===== src/rtl/multicycle_ctrl.sv =====
// -----------------------------------------------------------------------------
// multicycle_ctrl
// Multi-cycle control sequencer for the 16-bit datapath. Each instruction is
// walked through FETCH/DECODE/EXEC/[MEM]/WB. The datapath control strobes are
// a Moore decode of the current state and the opcode latched in DECODE. MEM
// stalls on the data-memory ready handshake. Retired instructions are counted.
//
// Optional feature macro: MULTICYCLE_CTRL_MEM_TIMEOUT_EN
//   defined   : MEM waits at most MEM_TIMEOUT cycles. Past that limit the
//               block enters a sticky ERR state and err=1 until reset.
//   undefined : MEM waits indefinitely, err is tied 0 and ERR is unreachable.
//
// Ports
//   clk          system clock, rising edge
//   reset        asynchronous active-high reset; returns the block to IDLE
//   run          level enable for instruction sequencing
//   opcode       IR[15:14]: 00=R-format, 01=addi, 10=lw, 11=sw
//   mem_ready    data memory has completed the current read/write
//   pc_we        PC <= PC+1
//   ir_we        instruction register load
//   RegDst       1=write RD, 0=write RT
//   ALUSrc       0=RD2, 1=sign-extended immediate
//   MemToReg     write-back from data memory
//   RegWrite     register file write enable
//   MemRead      data memory read strobe
//   MemWrite     data memory write strobe
//   ALUOp        00=add, 10=decode funct
//   state        current state code
//   instr_done   one-cycle retire pulse
//   instr_count  retired instruction count (wraps)
//   err          memory timeout error
// -----------------------------------------------------------------------------
module multicycle_ctrl #(
  parameter int CNT_W       = 16,
  parameter int MEM_TIMEOUT = 8
) (
  input  logic             clk,
  input  logic             reset,
  input  logic             run,
  input  logic [1:0]       opcode,
  input  logic             mem_ready,
  output logic             pc_we,
  output logic             ir_we,
  output logic             RegDst,
  output logic             ALUSrc,
  output logic             MemToReg,
  output logic             RegWrite,
  output logic             MemRead,
  output logic             MemWrite,
  output logic [1:0]       ALUOp,
  output logic [2:0]       state,
  output logic             instr_done,
  output logic [CNT_W-1:0] instr_count,
  output logic             err
);

  typedef enum logic [2:0] {
    IDLE   = 3'd0,
    FETCH  = 3'd1,
    DECODE = 3'd2,
    EXEC   = 3'd3,
    MEM    = 3'd4,
    WB     = 3'd5,
    ERR    = 3'd6
  } state_t;

  localparam logic [1:0]       OP_R    = 2'b00;
  localparam logic [1:0]       OP_LW   = 2'b10;
  localparam logic [1:0]       OP_SW   = 2'b11;
  localparam logic [CNT_W-1:0] CNT_ONE = CNT_W'(1);

  // Elaboration-time sanity check on the timeout limit.
  if (MEM_TIMEOUT < 1) begin : g_bad_timeout
    $error("MEM_TIMEOUT must be at least 1");
  end

  state_t           state_r;
  state_t           state_nxt_s;
  logic [1:0]       op_r;
  logic [CNT_W-1:0] count_r;
  logic             retire_s;

`ifdef MULTICYCLE_CTRL_MEM_TIMEOUT_EN
  localparam int             TW        = $clog2(MEM_TIMEOUT + 1);
  localparam logic [TW-1:0]  WAIT_ONE  = TW'(1);
  localparam logic [TW-1:0]  WAIT_LIM  = TW'(MEM_TIMEOUT);
  logic [TW-1:0] wait_r;
  logic [TW-1:0] wait_nxt_s;
  logic [TW-1:0] wait_inc_s;
  assign wait_inc_s = wait_r + WAIT_ONE;
`endif

  // Next-state decode and retire detection.
  always_comb begin
    state_nxt_s = state_r;
    retire_s    = 1'b0;
`ifdef MULTICYCLE_CTRL_MEM_TIMEOUT_EN
    wait_nxt_s  = wait_r;
`endif
    case (state_r)
      IDLE: begin
        if (run) state_nxt_s = FETCH;
        else     state_nxt_s = IDLE;
      end
      FETCH:  state_nxt_s = DECODE;
      DECODE: state_nxt_s = EXEC;
      EXEC: begin
        if (op_r == OP_LW || op_r == OP_SW) begin
          state_nxt_s = MEM;
`ifdef MULTICYCLE_CTRL_MEM_TIMEOUT_EN
          wait_nxt_s  = '0;
`endif
        end else begin
          state_nxt_s = WB;
        end
      end
      MEM: begin
        if (mem_ready) begin
          // A store finishes here; a load still has to write back.
          if (op_r == OP_SW) begin
            retire_s    = 1'b1;
            state_nxt_s = run ? FETCH : IDLE;
          end else begin
            state_nxt_s = WB;
          end
        end else begin
`ifdef MULTICYCLE_CTRL_MEM_TIMEOUT_EN
          // mem_ready=1 on the limit edge takes the branch above instead.
          wait_nxt_s = wait_inc_s;
          if (wait_inc_s == WAIT_LIM) state_nxt_s = ERR;
          else                        state_nxt_s = MEM;
`else
          state_nxt_s = MEM;
`endif
        end
      end
      WB: begin
        retire_s    = 1'b1;
        state_nxt_s = run ? FETCH : IDLE;
      end
      ERR:     state_nxt_s = ERR;
      default: state_nxt_s = IDLE;   // unused code 7 recovers to IDLE
    endcase
  end

  // State, latched opcode, retire counter and wait counter.
  always_ff @(posedge clk or posedge reset) begin
    if (reset) begin
      state_r <= IDLE;
      op_r    <= 2'b00;
      count_r <= '0;
`ifdef MULTICYCLE_CTRL_MEM_TIMEOUT_EN
      wait_r  <= '0;
`endif
    end else begin
      state_r <= state_nxt_s;
      if (state_r == DECODE) op_r <= opcode;
      if (retire_s) count_r <= count_r + CNT_ONE;
`ifdef MULTICYCLE_CTRL_MEM_TIMEOUT_EN
      wait_r  <= wait_nxt_s;
`endif
    end
  end

  // Moore strobe decode from state and latched opcode.
  always_comb begin
    pc_we    = 1'b0;
    ir_we    = 1'b0;
    RegDst   = 1'b0;
    ALUSrc   = 1'b0;
    MemToReg = 1'b0;
    RegWrite = 1'b0;
    MemRead  = 1'b0;
    MemWrite = 1'b0;
    ALUOp    = 2'b00;
    case (state_r)
      FETCH: begin
        pc_we = 1'b1;
        ir_we = 1'b1;
      end
      EXEC: begin
        ALUSrc = (op_r != OP_R);
        ALUOp  = (op_r == OP_R) ? 2'b10 : 2'b00;
      end
      MEM: begin
        ALUSrc   = 1'b1;
        MemRead  = (op_r == OP_LW);
        MemWrite = (op_r == OP_SW);
      end
      WB: begin
        // ALU controls hold their EXEC values so the result stays stable.
        ALUSrc   = (op_r != OP_R);
        ALUOp    = (op_r == OP_R) ? 2'b10 : 2'b00;
        RegWrite = 1'b1;
        RegDst   = (op_r == OP_R);
        MemToReg = (op_r == OP_LW);
      end
      default: begin
        pc_we = 1'b0;
      end
    endcase
  end

  assign state       = state_r;
  assign instr_done  = retire_s;
  assign instr_count = count_r;
`ifdef MULTICYCLE_CTRL_MEM_TIMEOUT_EN
  assign err = (state_r == ERR);
`else
  assign err = 1'b0;
`endif

endmodule


===== config.mk =====
export PLATFORM = sky130hd
export DESIGN_NAME = multicycle_ctrl
export DESIGN_NICKNAME = d
export VERILOG_FILES = /design/src/rtl/multicycle_ctrl.sv
export SDC_FILE = /design/constraint.sdc
export NUM_CORES = 1
export LEC_CHECK = 0
export BUFFER_PORTS_ARGS = -buffer_cell sky130_fd_sc_hd__buf_2
export CAP_MARGIN = 20
export CORE_MARGIN = 2
export CORE_UTILIZATION = 55
export CTS_BUF_LIST = sky130_fd_sc_hd__clkbuf_4 sky130_fd_sc_hd__clkbuf_8
export DETAILED_ROUTE_END_ITERATION = 6
export PLACE_DENSITY = 0.93
export SLEW_MARGIN = 20
export SYNTH_ARGS = -nofsm -noshare
export SYNTH_HDL_FRONTEND = slang
export SYNTH_SLANG_ARGS = --single-unit

===== constraint.sdc =====
create_clock -name clk -period 4.9 [get_ports clk]
set_clock_uncertainty 0.2 [all_clocks]
set_input_delay 0.98 -clock clk [delete_from_list [all_inputs] [get_ports clk]]
set_output_delay 0.98 -clock clk [all_outputs]
set_load 0.02 [all_outputs]

# Word-level counts from Yosys, hierarchy flattened
# Index checks and enable logic that the tools add are counted.
# word_totals
output_inout_bits	31
in_bits	6
register_bits	21
word_cells	35
# op_classes
n_mux	17
addsub	1
reduce_logical	6
eq_ne	8
# op_table
cell	count
3-bit case mux with 6 select lines	1
16-bit by 1-bit adder with 16-bit output, second input constant	1
1-bit 2-to-1 mux	10
3-bit equality test, second input constant	3
3-bit by 2-bit equality test with 1-bit output, second input constant	2
3-bit 2-to-1 mux	2
2-bit equality test, second input constant	2
2-bit 2-to-1 mux	2
1-bit case mux with 2 select lines	2
2-bit OR reduction	2
3-bit by 1-bit equality test with 1-bit output, second input constant	1
3-bit logical NOT	1
2-bit logical NOT	1
2-bit nonzero test	1
1-bit logical OR	1

# Depth between registers and ports, before layout
# logic_depth
ltp_word	4
depth_mapped	5

# Worst setup path after synthesis
# Ideal clock, no wire load.
# synth_path
kind	input-to-output
from	input mem_ready
to	output instr_done
required_time_ns	3.720
stages	2
slack_ns	2.187
t_arrival_ns	1.533
path_cell_list	a31oi_4 -> nor2_1
# synth_via
elab_chain_cells	2
# synth_lines
item	line_no	rtl
start: declaration	41	input logic mem_ready,
1-bit 2-to-1 mux	118	if (mem_ready) begin
1-bit case mux with 2 select lines	100	case (state_r)
end: declaration	52	output logic instr_done,
# No other way between the ends.

# Worst setup path after layout
# Ends and elaborated chain as after synthesis.

==> results_dict.tcl <==
set metrics [dict create \
    final_util 0.673 \
    core_area_mm2 0.00192 \
    die-area_mm2 0.00237 \
    cpPeakStageDelay_ns 0.27 \
    hold_violations 0 \
    avgViaCountPerCell 5.23 \
    drt_iter0_drc 12 \
    first_global_vias 837 \
    grt_pass1_wl_um 3860 \
    status "finished clean" \
    critPathCaptureType "output pin" \
    drt-total-wl_um 2150 \
    period_share 0.593 \
    synth_cells 103 \
    cp_slowest_cell "nor2_1" \
    grt-ovfl-total 0 \
    area_delta_synth_final_pct 18.0 \
    root_buffer "clkbuf_4" \
    postRouteAntennaNets 0 \
    dpl.hpwl_um 1610 \
    fin_tns_setup_ns 0 \
    cp.required_ns 3.72 \
    grt_max_degree 22 \
    drc 0 \
    worstSkewPairLatency_ns 0.31 \
    hold_start "instr_count[13]$_DFFE_PP0P_" \
    layout-drive-gt1-share 0.353 \
    cts_made_buffers 3 \
    post_cts_resized 0 \
    clk_pin_slew_ns 0.12 \
    reg2reg_slack_ns 3.16 \
    row_count 16 \
    clock_sink_count 21 \
    r2r_cells 4 \
    io_buffer_count 34 \
    clockBufferDepth 2 \
    tightest_slew_ns 0.773 \
    start_util 0.570 \
    cts_hold_buf 0 \
    avgSynthCellArea_um2 10.6 \
    worstReg2RegStart "state[2]$_DFF_PP0_" \
    n_fill_cell 169 \
    timing.fmax_mhz 344 \
    worstHoldPathCells 1 \
    yosysWarnings 0 \
    synth_area_mm2 0.00110 \
    antenna_found_initial 0 \
    final_cell_mix "buf_2 (34), dfrtp_1 (21), xnor2_1 (12), nand2_1 (10), nor2_1 (7)" \
    die_w_um 48.6 \
    powerDensity_mw_per_mm2 526 \
    rsz0062_at_grt "false" \
    min_path_type "register to register" \
    cp.arrival_ns 1.73 \
    leakage_nw 0.670 \
    cp_common_cell "buf_2" \
    worstPathCellList "buf_2 > a31oi_4 > nor2_1 > buf_2" \
    firstDrtPassIters 4 \
    finalSetupViolations 0 \
    vias 852 \
    cts_setup_buffers 0 \
    post_drt_wl_per_cell_um 13.2 \
    layout_commonest_cell "buf_2" \
    fp.dieH_um 48.6 \
    startpoint "mem_ready" \
    ys_types 31 \
    io_pins 37 \
    relSlewSlack 0.484 \
    synth-seq-area-share 0.479 \
    period_needed_ns 2.91 \
    cts_tree "yes" \
    diodes 0 \
    peakVddDrop_mv 0.331 \
    finalMaxSlewViolations 0 \
    ys_ff_latch 21 \
    grtUsageTotal 0.209 \
    layout.nets 144 \
    gp_congestion 0.743 \
    cp-start-kind "input port" \
    max-cap-violations 0 \
    worstSetupPathType "input port to output pin" \
    cts_max_level 1 \
    cp_max_fo 4 \
]
[critical path: cells and delay by family]
family,cells,cell delay [ns]
buffers and inverters,2,0.34
and+or+nand+nor,1,0.27
AOI/OAI and AO/OA,1,0.13
[stage by stage]
step           power (W)  cells  setup slack [ns]  cell area, um2  hold slack, ns
5_1_grt         0.000729    163              1.95            1290           0.318
3_3_place_gp    0.000582    159              2.04            1270           0.260
4_1_cts         0.000686    163              1.98            1290           0.303
2_1_floorplan   0.000521    104              2.19            1100           0.382
6_report        0.000681    163              1.99            1290           0.295
3_5_place_dp    0.000602    159              1.98            1270           0.281
[Yosys cell counts, drive strengths merged]
master | number | share of area
ha | 1 | 0.011
mux2 | 3 | 0.031
nor3 | 5 | 0.043
and3 | 2 | 0.011
nor2b | 1 | 0.0057
xnor2 | 12 | 0.096
nand2 | 10 | 0.034
inv | 3 | 0.010
or2b | 1 | 0.0069
nand4 | 2 | 0.011
o21a | 1 | 0.0069
o21ai | 1 | 0.0046
nand3 | 6 | 0.027
dfrtp | 21 | 0.48
o22ai | 1 | 0.0057
and2 | 1 | 0.0057
a22o | 1 | 0.0091
conb | 1 | 0.0034
xor2 | 4 | 0.039
a21oi | 5 | 0.023
a31oi | 1 | 0.019
buf | 6 | 0.034
and4 | 3 | 0.026
nand2b | 3 | 0.024
o31ai | 1 | 0.0069
nor2 | 7 | 0.024
[where the power goes]
part / switching [W] / leakage [nW] / internal, W
Sequential: 0.0000807 / 0.277 / 0.000212
Combinational: 0.000181 / 0.375 / 0.000122
Clock: 0.0000546 / 0.0177 / 0.0000305
Total: 0.000317 / 0.670 / 0.000364
[layout make-up]
cell class | instances | area (um2) | share of cell area
Timing Repair Buffer | 34 | 170 | 0.132
Tap cell | 27 | 33.8 | 0.0261
Sequential cell | 21 | 526 | 0.406
Clock buffer | 3 | 22.5 | 0.0174
Multi-Input combinational cell | 74 | 526 | 0.406
Clock inverter | 1 | 5.00 | 0.00387
Inverter | 3 | 11.3 | 0.00870
[registers in the layout, indices dropped and copies added (netlist names)]
register and flops:
instr_count 16, op_r 2, state 3
[worst paths after layout]
kind / to
min in group asynchronous: instr_count[8]$_DFFE_PP0P_
max in group asynchronous: state[1]$_DFF_PP0_
worst min register to register: instr_count[13]$_DFFE_PP0P_
worst min-delay path: instr_count[13]$_DFFE_PP0P_
worst max register to register: instr_count[15]$_DFFE_PP0P_
worst max-delay path: instr_done
[routing by layer]
layer	vias up	track usage	wire, um
met5	-	0	0
met1	405	0.255	938
li1	410	-	-
met2	33	0.370	1060
met4	0	0.0857	37
met3	4	0.0309	117
[cells by family (layout without fill, tap and decap cells)]
kind of cell	Yosys count	count (layout)	synth area share
flip-flops	21	21	0.479
buffers and inverters	9	41	0.0445
XOR/XNOR	16	16	0.135
AO/OA/AOI/OAI	11	11	0.0753
adder cells (fa/ha/maj)	1	1	0.0114
other	1	2	0.00342
multiplexers	3	3	0.0308
AND/OR/NAND/NOR	41	41	0.220
Note: power is estimated with default switching activity, not from simulation.
